### src/rtl/mem_ctrl_arb_pkg.sv
// Shared types and helpers for the multi-port memory controller front-end.
package mem_ctrl_pkg;

    typedef enum logic [1:0] {
        OKAY  = 2'b00,
        ERROR = 2'b01
    } resp_t;

    typedef enum logic [1:0] {
        IDLE  = 2'b00,
        ISSUE = 2'b01,
        WAIT  = 2'b10,
        RESP  = 2'b11
    } state_t;

    // Index width for a count of n items, never narrower than one bit.
    function automatic int idx_width(input int n);
        return (n > 1) ? $clog2(n) : 1;
    endfunction

endpackage

### src/rtl/mem_ctrl_arb_if.sv
// Request channels plus SRAM port of the memory controller front-end.
// master = bus subordinates / SRAM macro side, slave = the controller.
interface mem_ctrl_arb_if
    import mem_ctrl_pkg::*;
#(
    parameter int NumPorts  = 2,
    parameter int DataWidth = 32,
    parameter int AddrWidth = 32,
    parameter int MemWords  = 1024
) ();
    localparam int StrbWidth    = DataWidth / 8;
    localparam int MemAddrWidth = idx_width(MemWords);

    logic [NumPorts-1:0]                 req;
    logic [NumPorts-1:0][AddrWidth-1:0]  addr;
    logic [NumPorts-1:0]                 write;
    logic [NumPorts-1:0][DataWidth-1:0]  wData;
    logic [NumPorts-1:0][StrbWidth-1:0]  wStrb;
    logic [NumPorts-1:0]                 done;
    logic [1:0]                          resp;
    logic [DataWidth-1:0]                rData;
    logic                                busy;

    logic                                mem_en;
    logic                                mem_we;
    logic [MemAddrWidth-1:0]             mem_addr;
    logic [DataWidth-1:0]                mem_wData;
    logic [StrbWidth-1:0]                mem_wStrb;
    logic [DataWidth-1:0]                mem_rData;

    modport master (
        output req, addr, write, wData, wStrb, mem_rData,
        input  done, resp, rData, busy,
        input  mem_en, mem_we, mem_addr, mem_wData, mem_wStrb
    );

    modport slave (
        input  req, addr, write, wData, wStrb, mem_rData,
        output done, resp, rData, busy,
        output mem_en, mem_we, mem_addr, mem_wData, mem_wStrb
    );

endinterface

### src/rtl/mem_ctrl_arb_rr_arbiter.sv
// Round-robin arbiter: one-hot grant to the first requester at or after the
// priority pointer; the pointer moves past the winner only when told to.
module rr_arbiter
    import mem_ctrl_pkg::*;
#(
    parameter int NumPorts = 2
) (
    input  logic                clk,
    input  logic                reset,
    input  logic [NumPorts-1:0] req_i,
    input  logic                upd_i,
    output logic [NumPorts-1:0] gnt_o
);
    localparam int PtrW = idx_width(NumPorts);

    logic [PtrW-1:0] ptr_q;
    logic [PtrW-1:0] ptr_d;
    logic [PtrW-1:0] win_s;
    logic [PtrW:0]   raw_s;
    logic [PtrW:0]   idx_s;
    logic            hit_s;
    logic            found_s;

    // Wrapping search from the pointer; the first hit wins.
    always_comb begin
        win_s   = ptr_q;
        found_s = 1'b0;
        raw_s   = '0;
        idx_s   = '0;
        hit_s   = 1'b0;
        for (int i = 0; i < NumPorts; i++) begin
            raw_s   = {1'b0, ptr_q} + (PtrW + 1)'(i);
            idx_s   = (raw_s >= (PtrW + 1)'(NumPorts)) ? raw_s - (PtrW + 1)'(NumPorts) : raw_s;
            hit_s   = !found_s && req_i[idx_s[PtrW-1:0]];
            win_s   = hit_s ? idx_s[PtrW-1:0] : win_s;
            found_s = found_s | hit_s;
        end
        gnt_o = found_s ? (NumPorts'(1'b1) << win_s) : '0;
        if (upd_i && found_s) begin
            ptr_d = (win_s == PtrW'(NumPorts - 1)) ? '0 : win_s + PtrW'(1);
        end else begin
            ptr_d = ptr_q;
        end
    end

    // Priority pointer register; port 0 has top priority out of reset.
    always_ff @(posedge clk or posedge reset) begin
        if (reset) begin
            ptr_q <= '0;
        end else begin
            ptr_q <= ptr_d;
        end
    end

endmodule

### src/rtl/mem_ctrl_arb.sv
// Multi-port SRAM front-end: round-robin arbitration, range check, one
// transaction at a time, read latency counter and registered outputs.
// The ISSUE-cycle mem_* registers are loaded at grant, so they hold the
// latched request; port changes after the grant never reach the SRAM.
module mem_ctrl_arb
    import mem_ctrl_pkg::*;
#(
    parameter int NumPorts    = 2,
    parameter int DataWidth   = 32,
    parameter int AddrWidth   = 32,
    parameter int MemWords    = 1024,
    parameter int ReadLatency = 1
) (
    input  logic           clk,
    input  logic           reset,
    mem_ctrl_arb_if.slave  bus
);
    localparam int StrbW = DataWidth / 8;
    localparam int OffW  = $clog2(StrbW);
    localparam int MemAw = idx_width(MemWords);
    localparam int CntW  = idx_width(ReadLatency);

    state_t                state_q, state_d;
    logic [NumPorts-1:0]   gnt_s, gnt_q, gnt_d;
    logic                  we_q, we_d;
    logic [CntW-1:0]       cnt_q, cnt_d;
    logic                  arb_upd_s;

    logic [AddrWidth-1:0]  sel_addr_s;
    logic                  sel_write_s;
    logic [DataWidth-1:0]  sel_wdata_s;
    logic [StrbW-1:0]      sel_wstrb_s;
    logic [AddrWidth-1:0]  word_s;
    logic                  err_s;

    logic [NumPorts-1:0]   done_q, done_d;
    resp_t                 resp_q, resp_d;
    logic [DataWidth-1:0]  rdata_q, rdata_d;
    logic                  busy_q, busy_d;
    logic                  mem_en_q, mem_en_d;
    logic                  mem_we_q, mem_we_d;
    logic [MemAw-1:0]      mem_addr_q, mem_addr_d;
    logic [DataWidth-1:0]  mem_wdata_q, mem_wdata_d;
    logic [StrbW-1:0]      mem_wstrb_q, mem_wstrb_d;

    assign arb_upd_s = (state_q == IDLE) && (|bus.req);

    rr_arbiter #(
        .NumPorts (NumPorts)
    ) u_arb (
        .clk   (clk),
        .reset (reset),
        .req_i (bus.req),
        .upd_i (arb_upd_s),
        .gnt_o (gnt_s)
    );

    // AND-OR mux of the granted port's request fields plus range check.
    always_comb begin
        sel_addr_s  = '0;
        sel_write_s = 1'b0;
        sel_wdata_s = '0;
        sel_wstrb_s = '0;
        for (int i = 0; i < NumPorts; i++) begin
            sel_addr_s  = sel_addr_s  | (bus.addr[i]  & {AddrWidth{gnt_s[i]}});
            sel_write_s = sel_write_s | (bus.write[i] & gnt_s[i]);
            sel_wdata_s = sel_wdata_s | (bus.wData[i] & {DataWidth{gnt_s[i]}});
            sel_wstrb_s = sel_wstrb_s | (bus.wStrb[i] & {StrbW{gnt_s[i]}});
        end
        word_s = sel_addr_s >> OffW;
        err_s  = (word_s >= AddrWidth'(MemWords));
    end

    // FSM next state and next values of every registered output.
    always_comb begin
        state_d     = state_q;
        gnt_d       = gnt_q;
        we_d        = we_q;
        cnt_d       = cnt_q;
        done_d      = '0;
        resp_d      = OKAY;
        rdata_d     = '0;
        mem_en_d    = 1'b0;
        mem_we_d    = 1'b0;
        mem_addr_d  = '0;
        mem_wdata_d = '0;
        mem_wstrb_d = '0;
        case (state_q)
            IDLE: begin
                if (|bus.req) begin
                    gnt_d = gnt_s;
                    we_d  = sel_write_s;
                    if (err_s) begin
                        state_d = RESP;
                        done_d  = gnt_s;
                        resp_d  = ERROR;
                    end else begin
                        state_d     = ISSUE;
                        mem_en_d    = 1'b1;
                        mem_we_d    = sel_write_s;
                        mem_addr_d  = word_s[MemAw-1:0];
                        mem_wdata_d = sel_wdata_s;
                        mem_wstrb_d = sel_write_s ? sel_wstrb_s : '0;
                    end
                end else begin
                    state_d = IDLE;
                end
            end
            ISSUE: begin
                if (we_q) begin
                    state_d = RESP;
                    done_d  = gnt_q;
                end else begin
                    state_d = WAIT;
                    cnt_d   = CntW'(ReadLatency - 1);
                end
            end
            WAIT: begin
                if (cnt_q == '0) begin
                    state_d = RESP;
                    done_d  = gnt_q;
                    rdata_d = bus.mem_rData;
                end else begin
                    cnt_d = cnt_q - CntW'(1);
                end
            end
            RESP: begin
                state_d = IDLE;
            end
            default: begin
                state_d = IDLE;
            end
        endcase
        busy_d = (state_d != IDLE);
    end

    // State, latched grant/direction, latency counter and output registers.
    always_ff @(posedge clk or posedge reset) begin
        if (reset) begin
            state_q     <= IDLE;
            gnt_q       <= '0;
            we_q        <= 1'b0;
            cnt_q       <= '0;
            done_q      <= '0;
            resp_q      <= OKAY;
            rdata_q     <= '0;
            busy_q      <= 1'b0;
            mem_en_q    <= 1'b0;
            mem_we_q    <= 1'b0;
            mem_addr_q  <= '0;
            mem_wdata_q <= '0;
            mem_wstrb_q <= '0;
        end else begin
            state_q     <= state_d;
            gnt_q       <= gnt_d;
            we_q        <= we_d;
            cnt_q       <= cnt_d;
            done_q      <= done_d;
            resp_q      <= resp_d;
            rdata_q     <= rdata_d;
            busy_q      <= busy_d;
            mem_en_q    <= mem_en_d;
            mem_we_q    <= mem_we_d;
            mem_addr_q  <= mem_addr_d;
            mem_wdata_q <= mem_wdata_d;
            mem_wstrb_q <= mem_wstrb_d;
        end
    end

    assign bus.done      = done_q;
    assign bus.resp      = resp_q;
    assign bus.rData     = rdata_q;
    assign bus.busy      = busy_q;
    assign bus.mem_en    = mem_en_q;
    assign bus.mem_we    = mem_we_q;
    assign bus.mem_addr  = mem_addr_q;
    assign bus.mem_wData = mem_wdata_q;
    assign bus.mem_wStrb = mem_wstrb_q;

endmodule

### src/flat_wrapper.sv
// flat-port wrapper written by rule: the top's interface ports become plain ports
module mem_ctrl_arb_flat import mem_ctrl_pkg::*;
#(
    parameter int NumPorts    = 2,
    parameter int DataWidth   = 32,
    parameter int AddrWidth   = 32,
    parameter int MemWords    = 1024,
    parameter int ReadLatency = 1
)
  (clk, reset, bus_req, bus_addr, bus_write, bus_wData, bus_wStrb, bus_mem_rData, bus_done, bus_resp, bus_rData, bus_busy, bus_mem_en, bus_mem_we, bus_mem_addr, bus_mem_wData, bus_mem_wStrb);
  mem_ctrl_arb_if #(.NumPorts(NumPorts), .DataWidth(DataWidth), .AddrWidth(AddrWidth), .MemWords(MemWords)) bus_i ();
  input  logic clk;
  input  logic reset;
  input wire logic [$bits(bus_i.req)-1:0] bus_req;
  input wire logic [$bits(bus_i.addr)-1:0] bus_addr;
  input wire logic [$bits(bus_i.write)-1:0] bus_write;
  input wire logic [$bits(bus_i.wData)-1:0] bus_wData;
  input wire logic [$bits(bus_i.wStrb)-1:0] bus_wStrb;
  input wire logic [$bits(bus_i.mem_rData)-1:0] bus_mem_rData;
  output wire logic [$bits(bus_i.done)-1:0] bus_done;
  output wire logic [$bits(bus_i.resp)-1:0] bus_resp;
  output wire logic [$bits(bus_i.rData)-1:0] bus_rData;
  output wire logic [$bits(bus_i.busy)-1:0] bus_busy;
  output wire logic [$bits(bus_i.mem_en)-1:0] bus_mem_en;
  output wire logic [$bits(bus_i.mem_we)-1:0] bus_mem_we;
  output wire logic [$bits(bus_i.mem_addr)-1:0] bus_mem_addr;
  output wire logic [$bits(bus_i.mem_wData)-1:0] bus_mem_wData;
  output wire logic [$bits(bus_i.mem_wStrb)-1:0] bus_mem_wStrb;
  assign bus_i.req = bus_req;
  assign bus_i.addr = bus_addr;
  assign bus_i.write = bus_write;
  assign bus_i.wData = bus_wData;
  assign bus_i.wStrb = bus_wStrb;
  assign bus_i.mem_rData = bus_mem_rData;
  assign bus_done = bus_i.done;
  assign bus_resp = bus_i.resp;
  assign bus_rData = bus_i.rData;
  assign bus_busy = bus_i.busy;
  assign bus_mem_en = bus_i.mem_en;
  assign bus_mem_we = bus_i.mem_we;
  assign bus_mem_addr = bus_i.mem_addr;
  assign bus_mem_wData = bus_i.mem_wData;
  assign bus_mem_wStrb = bus_i.mem_wStrb;
  mem_ctrl_arb #(.NumPorts(NumPorts), .DataWidth(DataWidth), .AddrWidth(AddrWidth), .MemWords(MemWords), .ReadLatency(ReadLatency)) u_core (.clk(clk), .reset(reset), .bus(bus_i));
endmodule
### config.mk
export PLATFORM = sky130hd
export DESIGN_NAME = mem_ctrl_arb_flat
export DESIGN_NICKNAME = d
export VERILOG_FILES = /design/src/rtl/mem_ctrl_arb_pkg.sv /design/src/rtl/mem_ctrl_arb_if.sv /design/src/rtl/mem_ctrl_arb_rr_arbiter.sv /design/src/rtl/mem_ctrl_arb.sv /design/src/flat_wrapper.sv
export SDC_FILE = /design/constraint.sdc
export NUM_CORES = 1
export LEC_CHECK = 0
export ABC_AREA = 1
export CORE_UTILIZATION = 35
export CTS_CLUSTER_DIAMETER = 80
export DETAILED_ROUTE_END_ITERATION = 12
export PLACE_DENSITY_LB_ADDON = 0.05
export SLEW_MARGIN = 20
export SYNTH_ARGS = -nofsm -noshare
export SYNTH_HDL_FRONTEND = slang
export SYNTH_SLANG_ARGS = --single-unit
### constraint.sdc
create_clock -name clk -period 3.68 [get_ports clk]
set_input_delay 0.368 -clock clk [delete_from_list [all_inputs] [get_ports clk]]
set_output_delay 0.368 -clock clk [all_outputs]
set_load 0.005 [all_outputs]
==> results.sh <==
export IMPL_outcome="finished clean"
export IMPL_ys_seq_area_frac=0.544
export IMPL_crit_type="input port to register"
export IMPL_fp_coreArea_sq_mm=0.0115
export IMPL_die_h_microns=111
export IMPL_via_per_inst=4.25
export IMPL_tightest_slew_ps=827
export IMPL_crit_slowest_cell="inv_6"
export IMPL_cpMostUsedCell="nand2_1"
export IMPL_crit_chain="clkdlybuf4s50_1 > inv_1 > a21oi_4 > nand2_1 > nand2_1 > nor2_2 > nand3_4 > nor2_8 > inv_6 > nor2_1"
export IMPL_skew_ps=3.57
export IMPL_switchingPower_uw=947
export IMPL_max_slew_margin_rel=0.449
export IMPL_finalHoldViolCount=0
export IMPL_layout_min_cycle_time_ps=2220
export IMPL_postSynthAreaPerCell_sq_um=10.3
export IMPL_ant_nets=0
export IMPL_dp_slack_ps=1090
export IMPL_cp_startpoint="bus_req[1]"
export IMPL_yosysWarnings=0
export IMPL_hpwl_mm=8.24
export IMPL_path_clk_slew_ps=60
export IMPL_grt_usage=0.175
export IMPL_first_iter_violations=78
export IMPL_timing_final_crit_share=0.603
export IMPL_n_antenna_cell=0
export IMPL_p_per_area_mw_per_mm2=465
export IMPL_fin_nets=830
export IMPL_cts_setup_buffers=0
export IMPL_async_reset_ff_frac=1.00
export IMPL_drt_pass1_iterations=4
export IMPL_combPwrFrac=0.349
export IMPL_ys_ff_latch=90
export IMPL_dieArea_sq_mm=0.0123
export IMPL_power_internal_uw=2330
export IMPL_p_seq_frac=0.374
export IMPL_synth_area_leader_cell="dfrtp_1"
export IMPL_endpoint_kind="register"
export IMPL_hold_start="u_core.gnt_q[0]$_DFFE_PP0P_"
export IMPL_max_clock_path_buffers=2
export IMPL_grt_pass1_vias=3418
export IMPL_cts_buffers_inserted=9
export IMPL_io_pins=259
export IMPL_timing_final_ws_setup_ps=1460
export IMPL_hp_class="register to register"
export IMPL_cellLeakagePower_uw=0.00336
export IMPL_gp_congestion=0.726
export IMPL_cpPeakStageDelay_ps=570
export IMPL_slew_violations=0
export IMPL_postSynthNetCount=580
export IMPL_rsz0062_at_grt="no"
export IMPL_post_cts_resized=0
export IMPL_insertion_delay_ps=330
export IMPL_cts_tree="yes"
export IMPL_p_sw_frac=0.289
export IMPL_clock_power_share=0.278
export IMPL_cts_root_buf="clkbuf_16"
export IMPL_wl_per_cell_microns=13.3
export IMPL_start_util=0.361
export IMPL_synth_flop_cell="dfrtp_1"
export IMPL_die_w_microns=111
export IMPL_area_growth_pct=70.2
export IMPL_crit_required_ps=3860
export IMPL_portBuffers=253
export IMPL_maxCapViolCount=0
export IMPL_cts_max_level=3
export IMPL_row_count=39
export IMPL_synth_area_sq_mm=0.00414
export IMPL_setup_viol=0
export IMPL_drc=0
export IMPL_vias=3398
export IMPL_cp_max_fo=42
export IMPL_overflow=0
export IMPL_antenna_found_initial=0
export IMPL_cts_sinks=90
export IMPL_synth_cells=402
export IMPL_synthDistinctLibCells=26
export IMPL_grt_max_degree=63
export IMPL_final_core_util=0.614
export IMPL_finalSetupTns_ps=0
export IMPL_drive_gt1_frac=0.104
export IMPL_synth_edf_count=0
export IMPL_worstReg2RegStart="u_core.u_arb.ptr_q$_DFFE_PP0P_"
export IMPL_drt_wl_total_mm=10.6
export IMPL_irDropWorstVdd_mv=0.234
export IMPL_max_freq_mhz=451
export IMPL_yosysTopAreaCellShare=0.544
export IMPL_critPathLaunchType="input port"
export IMPL_postCtsHoldBufs=0
export IMPL_ys_top_cells_by_area="dfrtp_1 (54%), nor2_4 (11%), a22o_1 (9.7%)"
export IMPL_grt_pass1_wl_mm=16.6
export IMPL_worstPathArrival_ps=2400
per-layer routing:
metal | up-vias | track usage | part of all wire
met3 | 15 | 0.0454 | 0.080
met5 | - | 0 | 0
met1 | 1524 | 0.182 | 0.38
met2 | 153 | 0.329 | 0.52
met4 | 0 | 0.0756 | 0.018
li1 | 1706 | - | -
worst max-delay path, delay by kind of cell:
kind | cells | cell delay (ps)
buffers and inverters | 3 | 1140
AOI/OAI and AO/OA | 1 | 350
and+or+nand+nor | 6 | 490
metrics by stage:
step	cell area, sq um	total power [uW]	std cells	hold WS (ps)
finish	7050	3280	800	481
detailed placement	6750	2400	784	463
global placement	6750	2380	784	456
global route	7050	3470	800	516
CTS	7050	3320	800	479
floorplan	4140	1830	402	442
area by class of cell:
cell class                      count  area, sq um
Clock buffer                       14          264
Clock inverter                      2         35.0
Fill cell                        1024         4420
Inverter                           96          368
Multi-Input combinational cell    197         1380
Sequential cell                    90         2250
Tap cell                          143          179
Timing Repair Buffer              258         2570
synth_stat cells, types with 3 or more instances:
cell type  number
inv_1          92
o21ai_0         3
nor2_4         40
a22o_1         46
ha_1            4
dfrtp_1        90
nand3_1         3
inv_2           3
buf_2          10
clkbuf_1        4
nand2_1        57
a21oi_1         4
nor2_1         30
buf_12          4
sequential cells by signal (all words and copies together), names as in the netlist:
register,cells
u_core.bus.mem_wData,32
u_core.bus.rData,32
u_core.bus.mem_addr,10
u_core.bus.mem_wStrb,4
u_core.bus.done,2
u_core.gnt_q,2
u_core.state_q,2
u_core.bus.busy,1
u_core.bus.mem_en,1
u_core.bus.mem_we,1
u_core.bus.resp,1
u_core.u_arb.ptr_q,1
u_core.we_q,1
cells in the final DEF (no fill, tap or decap), types with 3 or more instances in the layout:
master           synthesis  layout
buf_4                    1       5
dfrtp_1                 90      90
a22o_1                  46      46
nor2_1                  30      30
o21ai_0                  3       3
clkdlybuf4s50_1          0     253
a21oi_1                  4       4
inv_2                    3       3
clkbuf_16                0       9
ha_1                     4       4
clkbuf_1                 4       3
nand3_1                  3       3
nand2_1                 57      57
inv_1                   92      91
nor2_4                  40      40
final timing paths:
check,slack [ps],cells after the start,endpoint
max in group asynchronous,2450,3,u_core.bus.mem_addr[6]$_DFF_PP0_
setup / recovery,1460,10,u_core.bus.mem_addr[9]$_DFF_PP0_
hold reg to reg,480,2,u_core.gnt_q[0]$_DFFE_PP0P_
min in group asynchronous,530,2,u_core.bus.rData[10]$_DFF_PP0_
hold / removal,480,2,u_core.gnt_q[0]$_DFFE_PP0P_
setup reg to reg,1630,9,u_core.bus.mem_addr[9]$_DFF_PP0_
kinds of logic (layout without fill, tap and decap cells):
| family | count (synthesis) | in the layout | synth area share |
|---|---|---|---|
| adder cells (fa/ha/maj) | 4 | 4 | 0.0121 |
| other | 1 | 1 | 0.000906 |
| flip-flops | 90 | 90 | 0.544 |
| buffers and inverters | 115 | 370 | 0.125 |
| AO/OA/AOI/OAI | 56 | 56 | 0.112 |
| AND/OR/NAND/NOR | 136 | 136 | 0.206 |
power groups by stage:
stage | registers (uW) | clock network (uW) | logic [uW]
floorplan | 1260 | 0 | 567
global placement | 1240 | 0 | 1140
detailed placement | 1240 | 0 | 1160
CTS | 1230 | 934 | 1160
global route | 1240 | 977 | 1260
finish | 1220 | 909 | 1140
(Power assumes the default switching activity.)
